[src/rtl/mem_port_arbiter.sv]
// -----------------------------------------------------------------------------
// mem_port_arbiter
//
// Shares one single-ported unified memory between the instruction-fetch (IF)
// port and the data-memory (DM) port of the pipeline. Only one access is in
// flight at a time. Each port sees a stall while its request is outstanding
// and a one-cycle valid pulse when the access completes.
//
// DM has priority. IF is forced through after STARVE_LIM consecutive DM grants
// made while IF was waiting. An access that gets no mem_ack within TIMEOUT
// BUSY cycles is aborted. It then completes with rdata = 0 and an err pulse.
//
// Ports
//   clk_i, rst_ni        system clock (rising edge), async active-low reset
//   if_req_i, if_addr_i  fetch request/address, held until if_valid_o
//   if_rdata_o           fetched word, valid with if_valid_o
//   if_valid_o           one-cycle completion pulse for IF
//   if_stall_o           if_req_i & ~if_valid_o
//   dm_req_i, dm_we_i    data request / write enable, held until dm_valid_o
//   dm_addr_i            data address
//   dm_wdata_i           write data
//   dm_wstrb_i           write byte enables
//   dm_rdata_o           read data, valid with dm_valid_o
//   dm_valid_o           one-cycle completion pulse for DM
//   dm_stall_o           dm_req_i & ~dm_valid_o
//   mem_req_o            registered memory request
//   mem_we_o             registered write enable
//   mem_addr_o           registered address
//   mem_wdata_o          registered write data
//   mem_wstrb_o          registered byte enables (zero for reads)
//   mem_rdata_i          memory read data, valid with mem_ack_i
//   mem_ack_i            memory completion
//   err_o                pulses with the valid of a timed-out access
//
// State table
//   state | meaning
//   IDLE  | no access in flight; grant to a waiting requester at the next edge
//   BUSY  | mem_* driven and held; waiting for mem_ack_i or timeout
//   RESP  | one cycle; owner's valid (and err on timeout) asserted, no grant
// -----------------------------------------------------------------------------
module mem_port_arbiter #(
  parameter int unsigned ADDR_W     = 32,
  parameter int unsigned DATA_W     = 32,
  parameter int unsigned STARVE_LIM = 4,
  parameter int unsigned TIMEOUT    = 64
) (
  input  logic                  clk_i,
  input  logic                  rst_ni,
  input  logic                  if_req_i,
  input  logic [ADDR_W-1:0]     if_addr_i,
  output logic [DATA_W-1:0]     if_rdata_o,
  output logic                  if_valid_o,
  output logic                  if_stall_o,
  input  logic                  dm_req_i,
  input  logic                  dm_we_i,
  input  logic [ADDR_W-1:0]     dm_addr_i,
  input  logic [DATA_W-1:0]     dm_wdata_i,
  input  logic [DATA_W/8-1:0]   dm_wstrb_i,
  output logic [DATA_W-1:0]     dm_rdata_o,
  output logic                  dm_valid_o,
  output logic                  dm_stall_o,
  output logic                  mem_req_o,
  output logic                  mem_we_o,
  output logic [ADDR_W-1:0]     mem_addr_o,
  output logic [DATA_W-1:0]     mem_wdata_o,
  output logic [DATA_W/8-1:0]   mem_wstrb_o,
  input  logic [DATA_W-1:0]     mem_rdata_i,
  input  logic                  mem_ack_i,
  output logic                  err_o
);

  localparam int unsigned STRB_W = DATA_W / 8;
  localparam int unsigned TMO_W  = (TIMEOUT > 1) ? $clog2(TIMEOUT) : 1;
  localparam int unsigned STV_W  = (STARVE_LIM > 0) ? $clog2(STARVE_LIM + 1) : 1;

  // Timeout is a down-counter loaded at grant; reaching zero in BUSY without
  // an ack ends the TIMEOUT-th BUSY cycle.
  localparam logic [TMO_W-1:0] TMO_LOAD = TMO_W'(TIMEOUT - 1);
  localparam logic [STV_W-1:0] STV_MAX  = STV_W'(STARVE_LIM);

  typedef enum logic [1:0] {
    ST_IDLE = 2'd0,
    ST_BUSY = 2'd1,
    ST_RESP = 2'd2
  } state_e;

  typedef enum logic {
    OWN_IF = 1'b0,
    OWN_DM = 1'b1
  } owner_e;

  state_e              state_q,     state_d;
  owner_e              owner_q,     owner_d;
  logic [TMO_W-1:0]    tmo_q,       tmo_d;
  logic [STV_W-1:0]    starve_q,    starve_d;
  logic                tmo_hit_q,   tmo_hit_d;
  logic                mem_req_q,   mem_req_d;
  logic                mem_we_q,    mem_we_d;
  logic [ADDR_W-1:0]   mem_addr_q,  mem_addr_d;
  logic [DATA_W-1:0]   mem_wdata_q, mem_wdata_d;
  logic [STRB_W-1:0]   mem_wstrb_q, mem_wstrb_d;
  logic [DATA_W-1:0]   if_rdata_q,  if_rdata_d;
  logic [DATA_W-1:0]   dm_rdata_q,  dm_rdata_d;

  logic                grant_if;

  // IF only beats a pending DM request once it has been passed over
  // STARVE_LIM times in a row.
  assign grant_if = if_req_i && (!dm_req_i || (starve_q == STV_MAX));

  always_comb begin
    state_d     = state_q;
    owner_d     = owner_q;
    tmo_d       = tmo_q;
    starve_d    = starve_q;
    tmo_hit_d   = tmo_hit_q;
    mem_req_d   = mem_req_q;
    mem_we_d    = mem_we_q;
    mem_addr_d  = mem_addr_q;
    mem_wdata_d = mem_wdata_q;
    mem_wstrb_d = mem_wstrb_q;
    if_rdata_d  = if_rdata_q;
    dm_rdata_d  = dm_rdata_q;

    unique case (state_q)
      ST_IDLE: begin
        if (!if_req_i) begin
          starve_d = '0;
        end
        if (if_req_i || dm_req_i) begin
          state_d   = ST_BUSY;
          mem_req_d = 1'b1;
          tmo_d     = TMO_LOAD;
          tmo_hit_d = 1'b0;
          if (grant_if) begin
            owner_d     = OWN_IF;
            mem_we_d    = 1'b0;
            mem_addr_d  = if_addr_i;
            mem_wdata_d = '0;
            mem_wstrb_d = '0;
            starve_d    = '0;
          end else begin
            owner_d     = OWN_DM;
            mem_we_d    = dm_we_i;
            mem_addr_d  = dm_addr_i;
            mem_wdata_d = dm_wdata_i;
            mem_wstrb_d = dm_we_i ? dm_wstrb_i : '0;
            if (if_req_i && (starve_q != STV_MAX)) begin
              starve_d = starve_q + 1'b1;
            end
          end
        end
      end

      ST_BUSY: begin
        if (mem_ack_i) begin
          mem_req_d = 1'b0;
          state_d   = ST_RESP;
          if (owner_q == OWN_IF) begin
            if_rdata_d = mem_rdata_i;
          end else begin
            dm_rdata_d = mem_rdata_i;
          end
        end else if (tmo_q == '0) begin
          mem_req_d = 1'b0;
          tmo_hit_d = 1'b1;
          state_d   = ST_RESP;
          if (owner_q == OWN_IF) begin
            if_rdata_d = '0;
          end else begin
            dm_rdata_d = '0;
          end
        end else begin
          tmo_d = tmo_q - 1'b1;
        end
      end

      ST_RESP: begin
        state_d = ST_IDLE;
      end

      default: begin
        state_d   = ST_IDLE;
        mem_req_d = 1'b0;
      end
    endcase
  end

  always_ff @(posedge clk_i or negedge rst_ni) begin
    if (!rst_ni) begin
      state_q     <= ST_IDLE;
      owner_q     <= OWN_IF;
      tmo_q       <= '0;
      starve_q    <= '0;
      tmo_hit_q   <= 1'b0;
      mem_req_q   <= 1'b0;
      mem_we_q    <= 1'b0;
      mem_addr_q  <= '0;
      mem_wdata_q <= '0;
      mem_wstrb_q <= '0;
      if_rdata_q  <= '0;
      dm_rdata_q  <= '0;
    end else begin
      state_q     <= state_d;
      owner_q     <= owner_d;
      tmo_q       <= tmo_d;
      starve_q    <= starve_d;
      tmo_hit_q   <= tmo_hit_d;
      mem_req_q   <= mem_req_d;
      mem_we_q    <= mem_we_d;
      mem_addr_q  <= mem_addr_d;
      mem_wdata_q <= mem_wdata_d;
      mem_wstrb_q <= mem_wstrb_d;
      if_rdata_q  <= if_rdata_d;
      dm_rdata_q  <= dm_rdata_d;
    end
  end

  // Valid and err are decoded from registered state, so an async reset
  // removes them at once together with mem_req.
  assign if_valid_o  = (state_q == ST_RESP) && (owner_q == OWN_IF);
  assign dm_valid_o  = (state_q == ST_RESP) && (owner_q == OWN_DM);
  assign err_o       = (state_q == ST_RESP) && tmo_hit_q;

  assign if_stall_o  = if_req_i & ~if_valid_o;
  assign dm_stall_o  = dm_req_i & ~dm_valid_o;

  assign mem_req_o   = mem_req_q;
  assign mem_we_o    = mem_we_q;
  assign mem_addr_o  = mem_addr_q;
  assign mem_wdata_o = mem_wdata_q;
  assign mem_wstrb_o = mem_wstrb_q;
  assign if_rdata_o  = if_rdata_q;
  assign dm_rdata_o  = dm_rdata_q;

endmodule

[config.mk]
export PLATFORM = sky130hd
export DESIGN_NAME = mem_port_arbiter
export DESIGN_NICKNAME = d
export VERILOG_FILES = /design/src/rtl/mem_port_arbiter.sv
export SDC_FILE = /design/constraint.sdc
export NUM_CORES = 1
export LEC_CHECK = 0
export ABC_AREA = 1
export CAP_MARGIN = 30
export CORE_ASPECT_RATIO = 0.8
export CORE_MARGIN = 3
export CORE_UTILIZATION = 59
export CTS_BUF_LIST = sky130_fd_sc_hd__clkbuf_4
export CTS_CLUSTER_SIZE = 25
export DETAILED_ROUTE_END_ITERATION = 10
export DONT_BUFFER_PORTS = 1
export HOLD_SLACK_MARGIN = 0.06
export PLACE_DENSITY = 0.78
export SETUP_SLACK_MARGIN = 0.3
export SLEW_MARGIN = 10
export SYNTH_ARGS = -nofsm -noshare
export SYNTH_HDL_FRONTEND = slang
export SYNTH_SLANG_ARGS = --single-unit
[constraint.sdc]
create_clock -name clk_i -period 1.4 [get_ports clk_i]
set_input_delay 0.28 -clock clk_i [delete_from_list [all_inputs] [get_ports clk_i]]
set_output_delay 0.28 -clock clk_i [all_outputs]
set_load 0.02 [all_outputs]
==> metrics.yaml, run 1 <==
clock_network:
  postCtsSetupBuffers: 45
  h-tree-depth: 4
  cts_hold_buf: 137
  post_cts_resized: 315
  cts_buffers: 17
  cts_max_path_buffers: 2
  numClockSinks: 147
  clockRootBuffer: "clkbuf_4"
outcome:
  firstError: "[ERROR DPL-0033] detailed placement checks failed during check placement."
  lastStage: "clock tree synthesis (4_1_cts)"
  status: "stopped before the end"
logic_synthesis:
  synth_edf_count: 0
  synth_nets: 933
  syn-instance-count: 791
  synth_common_cells: "nand2_1, dfrtp_1, a21oi_1, nand4_1, inv_1"
  yosysTopAreaCellShare_pct: 55.9
  yosysTopAreaCell: "dfrtp_1"
  ys_types: 25
  synth-async-reset-ratio_pct: 100
  synth-xor-area-share_pct: 0
  synth.top_cells.by_area: "dfrtp_1, nand2_1, nand4_1, a21oi_1, inv_1"
  yosysSeqAreaShare_pct: 55.9
  synth.area.mux_share_pct: 0
  synth_ff_type: "dfrtp_1"
  synth_top_family_by_area: "simple AND/OR/NAND/NOR gates"
  synth-compound-area-share_pct: 6.49
  netlist_area_um2: 6580
  synthAdderAreaFrac_pct: 0.761
  yosys_warnings: 0
  ys_ff_latch: 147
  synth.most_common_cell: "nand2_1"
  synthSimpleGateAreaFrac_pct: 29.2
  synth_area_per_cell_um2: 8.31
placement:
  io_buffers: 0
  dp_hpwl_um: 11800
  gp_congestion: 0.881
  dp_cells: 907
floorplanning:
  die_width_um: 124
  die_y_um: 100
  rows: 33
  initial_core_util_pct: 62.2
  ios: 277
cells by family after synthesis:
group | count (synthesis)
simple gates | 454
fa+ha+maj | 4
flops | 147
buf+inv | 104
compound gates | 82
through the flow:
stage / hold WS [ns] / setup TNS [ns] / util, % / cell area [µm²] / worst slack, ns
after floorplan: -0.0156 / 0 / - / 6880 / 0.110
after global placement: -0.0126 / 0 / 65.9 / 6970 / 0.00323
after detailed placement: -0.0128 / -1.15 / 65.9 / 6970 / -0.0663
==> run 2, diff against run 1 <==
CORE_ASPECT_RATIO = default   (was 0.8)
CORE_UTILIZATION = 40   (was 59)
CTS_BUF_LIST = default   (was sky130_fd_sc_hd__clkbuf_4)
CTS_CLUSTER_SIZE = default   (was 25)
HOLD_SLACK_MARGIN = default   (was 0.06)
PLACE_DENSITY = default   (was 0.78)
PLACE_DENSITY_LB_ADDON = 0.15   (was default)
SETUP_SLACK_MARGIN = default   (was 0.3)
clock period = 1.8 ns   (was 1.4 ns; I/O delays follow)
==> run 2 against run 1 <==
Net effect:
- the flow now finishes, with violations (negative hold slack)
- area after synthesis stayed put
- synthesized cell count did not move
==> metrics.yaml, run 2 <==
timing:
  period_needed_ns: 1.71
  fin_hold_ws_ns: -0.360
  setup_tns_ns: 0
  finalSetupViolCount: 0
  fmax_mhz: 583
  clock_skew_ns: 0.0104
  tightest_slew_ns: 0.484
  slew_violations: 0
  rsz0062_at_grt: "no"
  finalHoldViolCount: 147
  worst_slack_ns: 0.0850
  relSlewSlack_pct: 67.7
  fin_crit_sh_pct: 95.3
min_path:
  hold_class: "input pin to async pin"
power:
  p_int_mw: 8.04
  leakage_nw: 3.85
  powerDensity_nw_per_um2: 2020
  max-vdd-ir-drop_v: 0.000787
  switchingPower_mw: 6.82
  switching_share_pct: 45.9
  seq_power_share_pct: 52.7
  p_comb_share_pct: 23.8
  p_clk_share_pct: 23.5
global_route:
  grt_max_degree: 148
  grt_pass1_vias: 5269
  antenna_found_initial: 0
  grtUsageTotal_pct: 19.7
  grt_pass1_wl_um: 28200
  grt.overflow.total: 0
worst_setup_path:
  cp-end-kind: "output port"
  crit_path_start_kind: "flip-flop"
  cp_slowest_cell: "dfrtp_2"
  crit_path_cell_trace: "buf_6, nor2_2, buf_4"
  cp_data_required_time_ns: 1.44
  reg2reg_depth: 5
  path_max_fanout: 22
  critical-path-max-stage-delay_ns: 0.47
  arrival_ns: 1.35
  path_class: "flip-flop to output port"
logic_synthesis:
  yosysSeqAreaShare_pct: 55.9
  netlist_area_um2: 6580
  syn-instance-count: 791
  ys_types: 25
  synth-async-reset-ratio_pct: 100
  yosys_warnings: 0
  synth_ff_type: "dfrtp_1"
  synth_edf_count: 0
  synth_area_per_cell_um2: 8.31
  yosysTopAreaCellShare_pct: 55.9
  ys_ff_latch: 147
  synth.top_cells.by_area: "dfrtp_1, nand2_1, nand4_1, a21oi_1, inv_1"
  yosysTopAreaCell: "dfrtp_1"
  synth_nets: 933
  synth_common_cells: "nand2_1, dfrtp_1, a21oi_1, nand4_1, inv_1"
  synth.most_common_cell: "nand2_1"
placement:
  gp_congestion: 0.795
  dpl_cell_area_um2: 6720
  io_buffers: 0
  dp_hpwl_um: 12200
  place_ws_ns: 0.145
cells_and_area:
  fin_nets: 921
  fill_cells: 1586
  drive_above_1_share_pct: 9.60
  areaGrowthSynthToFinish_pct: 11.6
  post-route-util_pct: 45.9
  final_common_cell: "nand2_1"
  final_cell_mix: "nand2_1, dfrtp_1, nand4_1, a21oi_1, inv_1"
  num_antenna_cells: 0
  post-route-cell-area_um2: 7340
drt:
  dr.pass1.iters: 4
  routedWlPerCell_um: 17.6
  drt_wl_total_um: 17700
  initialDrtViolationCount: 275
  drc_errors: 0
  vias: 5226
  routed_via_density: 5.18
  postRouteAntennaNets: 0
floorplanning:
  ios: 277
  initial_core_util_pct: 41.1
  coreArea_um2: 16000
  die_width_um: 134
  dieArea_um2: 18000
  die_y_um: 134
  rows: 46
clock_network:
  path_clk_slew_ns: 0.06
  clock_latency_ns: 0.42
  cts_max_path_buffers: 2
  cts_tree: "yes"
  cts_buffers: 17
  numClockSinks: 147
  clockRootBuffer: "clkbuf_16"
  h-tree-depth: 4
  postCtsSetupBuffers: 0
outcome:
  violations: "negative hold slack"
  status: "finished with violations"
job:
  cap_violations: 0
==> run 2: cell counts after synthesis <==
Identical to the previous run, type by type.
==> run 2: final timing paths <==
path / from / endpoint / slack, ns
worst max-delay path: owner_q$_DFFE_PN0P_ / if_valid_o / 0.09
worst min-delay path: rst_ni / dm_rdata_o[28]$_DFFE_PN0P_ / -0.36
worst max register to register: state_q[1]$_DFFE_PN0P_ / mem_addr_o[20]$_DFFE_PN0P_ / 0.18
worst min register to register: tmo_q[0]$_DFFE_PN0P_ / tmo_q[0]$_DFFE_PN0P_ / 0.48
max in group asynchronous: rst_ni / mem_addr_o[20]$_DFFE_PN0P_ / 1.97
min in group clk_i: dm_wdata_i[18] / mem_wdata_o[18]$_DFFE_PN0P_ / 0.05
==> run 2: per-stage QoR <==
stage	hold slack [ns]	instances	power [mW]
5_1_grt	-0.385	1008	15.9
4_1_cts	-0.387	1008	15.0
3_3_place_gp	0.0688	976	11.3
2_1_floorplan	0.0644	791	10.3
6_report	-0.360	1008	14.9
3_5_place_dp	0.0696	976	11.4
==> run 2: layout make-up <==
| type | instances | area [µm²] | area share [%] |
|---|---|---|---|
| Sequential cell | 147 | 3680 | 50.1 |
| Multi-Input combinational cell | 540 | 2420 | 32.9 |
| Clock buffer | 20 | 467 | 6.36 |
| Tap cell | 216 | 270 | 3.68 |
| Inverter | 53 | 204 | 2.78 |
| Timing Repair Buffer | 20 | 183 | 2.49 |
| Clock inverter | 12 | 121 | 1.65 |
==> run 2: worst max-delay path, delay by kind of cell, from the launching register on <==
family | cells | cell delay (ns)
AND/OR/NAND/NOR | 1 | 0.12
buffers and inverters | 2 | 0.34
flip-flops | 1 | 0.47
==> run 2: cell families (layout without fill, tap and decap cells) <==
kind of cell | count (synthesis) | after routing | share of synthesized area, %
adders and majority gates | 4 | 4 | 0.761
DFF | 147 | 147 | 55.9
AOI/OAI and AO/OA | 82 | 82 | 6.49
buffers and inverters | 104 | 105 | 7.63
and+or+nand+nor | 454 | 454 | 29.2
==> run 2: power by group through the flow <==
stage / Clock [mW] / Combinational, mW / Sequential, mW
floorplan: 0 / 2.92 / 7.37
global placement: 0 / 3.38 / 7.89
detailed placement: 0 / 3.55 / 7.88
CTS: 3.58 / 3.56 / 7.88
global route: 3.73 / 4.16 / 8.04
finish: 3.49 / 3.54 / 7.83
==> run 2: per-layer routing <==
metal / up-vias / GRT usage [%] / share of wire, %
li1: 2513 / - / -
met1: 2472 / 23.3 / 39
met2: 219 / 32.9 / 49
met3: 22 / 8.18 / 9.9
met4: 0 / 6.11 / 1.6
met5: - / 0 / 0
==> run 2: timing repair <==
action | in CTS | in global routing
endpoints found under the setup margin | 5 | 7
hold endpoints to repair | 147 | 147
pin swaps | 0 | 0
gates resized for setup | 8 | 8
(Power assumes the default switching activity.)
==> run 3, diff against run 2 <==
==> constraint.sdc (replaced) <==
create_clock -name clk_i -period 1.8 [get_ports clk_i]
set_input_delay 0 -clock clk_i [delete_from_list [all_inputs] [get_ports clk_i]]
set_output_delay 0 -clock clk_i [all_outputs]
set_load 0.02 [all_outputs]
==> run 3 against run 2 <==
Net effect:
- cell count grew 14%
- sequential power is essentially flat
- core utilization grew 8.7 points
- highest routed layer unchanged
- design area grew 19%
- critical endpoint is now mem_req_o$_DFFE_PN0P_
- register-to-register slack lost 0.096 ns
- critical path type is now flip-flop to flip-flop
- non-clock buffer count grew 138
- worst setup slack lost 0.0012 ns
- total power grew 3.7%
- the flow still finishes with violations (negative hold slack)
==> metrics.yaml, run 3 (synthesis gave the netlist of run 2 again) <==
drt:
  postRouteAntennaNets: 0
  drc_errors: 0
  routedWlPerCell_um: 17.3
  dr.pass1.iters: 7
  routed_via_density: 5.22
  vias: 5980
  initialDrtViolationCount: 444
  drt_wl_total_um: 19800
clock_network:
  clockRootBuffer: "clkbuf_16"
  clock_latency_ns: 0.42
  postCtsSetupBuffers: 0
  numClockSinks: 147
  h-tree-depth: 4
  cts_max_path_buffers: 2
  cts_buffers: 17
  cts_hold_buf: 139
  cts_tree: "yes"
  path_clk_slew_ns: 0.06
cells_and_area:
  num_antenna_cells: 0
  post-route-util_pct: 54.6
  areaGrowthSynthToFinish_pct: 32.7
  final_cells: 1146
  drive_above_1_share_pct: 7.42
  fin_nets: 1059
  final_common_cell: "nand2_1"
  final_cell_mix: "nand2_1, dfrtp_1, dlygate4sd3_1, nand4_1, a21oi_1"
worst_setup_path:
  crit_path_start_kind: "flip-flop"
  r2r-end: "mem_req_o$_DFFE_PN0P_"
  arrival_ns: 2.01
  cp_data_required_time_ns: 2.09
  rrSetupSlack_ns: 0.08
  reg2reg_depth: 8
  path_max_fanout: 3
  cp-end-kind: "flip-flop"
  r2r-start: "tmo_q[1]$_DFFE_PN0P_"
  path_class: "flip-flop to flip-flop"
floorplanning:
  initial_core_util_pct: 41.1
  rows: 46
  die_y_um: 134
  dieArea_um2: 18000
  ios: 277
  die_width_um: 134
  coreArea_um2: 16000
timing:
  relSlewSlack_pct: 66.2
  fin_hold_ws_ns: -0.725
  slew_violations: 0
  fmax_mhz: 583
  setup_tns_ns: 0
  period_needed_ns: 1.72
  clock_skew_ns: 0.00882
  fin_crit_sh_pct: 95.3
  finalHoldViolCount: 147
  worst_slack_ns: 0.0839
  finalSetupViolCount: 0
  tightest_slew_ns: 0.508
power:
  max-vdd-ir-drop_v: 0.000882
  powerDensity_nw_per_um2: 1760
  leakage_nw: 4.44
global_route:
  grt.overflow.total: 0
  grt_pass1_vias: 6213
  grtUsageTotal_pct: 22.1
  grt_max_degree: 148
  grt_pass1_wl_um: 32000
  antenna_found_initial: 0
outcome:
  status: "finished with violations"
  violations: "negative hold slack"
placement:
  place_ws_ns: 0.155
  io_buffers: 0
  dp_cells: 975
  gp_congestion: 0.800
  dp_hpwl_um: 12500
min_path:
  hold_class: "input pin to async pin"
job:
  cap_violations: 0
==> run 3: changes by cell type in the layout (fill, tap and decap cells not counted), moves of 3 or more <==
cell           before  now
clkbuf_8            3    0
clkinv_4            4    0
clkinvlp_4          4    1
dlygate4sd3_1       0  138
inv_1              45   48
inv_6               3    8
inv_8               0    5
==> run 3: worst max-delay path by stage <==
stage	start	end	cells after the start	slack, ns
finish	tmo_q[1]$_DFFE_PN0P_	mem_req_o$_DFFE_PN0P_	8	0.08
global route	tmo_q[1]$_DFFE_PN0P_	mem_req_o$_DFFE_PN0P_	8	-0.008
CTS	tmo_q[1]$_DFFE_PN0P_	mem_req_o$_DFFE_PN0P_	8	0.06
detailed placement	starve_q[1]$_DFFE_PN0P_	mem_wstrb_o[3]$_DFFE_PN0P_	9	0.15
global placement	starve_q[0]$_DFFE_PN0P_	mem_wstrb_o[2]$_DFFE_PN0P_	9	0.23
floorplan	tmo_q[0]$_DFFE_PN0P_	dm_rdata_o[12]$_DFFE_PN0P_	8	0.42
==> run 3: repair_timing <==
item                                    in CTS  in global routing
hold endpoints to repair                   287                147
endpoints found under the setup margin       0                 33
gates resized for setup                      0                  6
==> run 3: routing by layer <==
metal / wire length [µm] / global-route usage (%) / vias to the layer above
met2: 9810 / 36.7 / 314
met4: 501 / 8.48 / 0
met1: 7700 / 26.6 / 2827
met3: 1830 / 7.58 / 41
li1: - / - / 2798
met5: 0 / 0 / -
==> run 3: power breakdown <==
group          internal [mW]  switching (mW)  leakage (nW)  total [mW]
registers               4.81            3.03          1.84        7.84
clock network           2.12            1.55         0.298        3.67
logic                   1.38            2.52          2.31        3.90
total                   8.30            7.10          4.44        15.4
==> run 3: worst max-delay path, stage by stage, from the launching register on <==
cell and delay (ns):
dfrtp_1 0.38, inv_1 0.11, ha_2 0.20, nand3_2 0.12
nand2_2 0.10, nand2_1 0.05, nand2_1 0.05, nand2_1 0.04
dlygate4sd3_1 0.55
==> run 3: final cells by class <==
cell class / count / area [µm²]
multi-input cells: 540 / 2410
clock inverters: 15 / 183
inverters: 53 / 206
well taps: 216 / 270
fillers: 1446 / 7270
flip-flops and latches: 147 / 3680
clock buffers: 17 / 425
repair buffers: 158 / 1560
==> run 3: metrics by stage <==
stage	total power, mW	cell area [µm²]
after global placement	11.3	6700
after detailed placement	11.4	6700
final	15.4	8730
after CTS	15.5	8710
after floorplan	10.3	6580
after global routing	16.4	8730
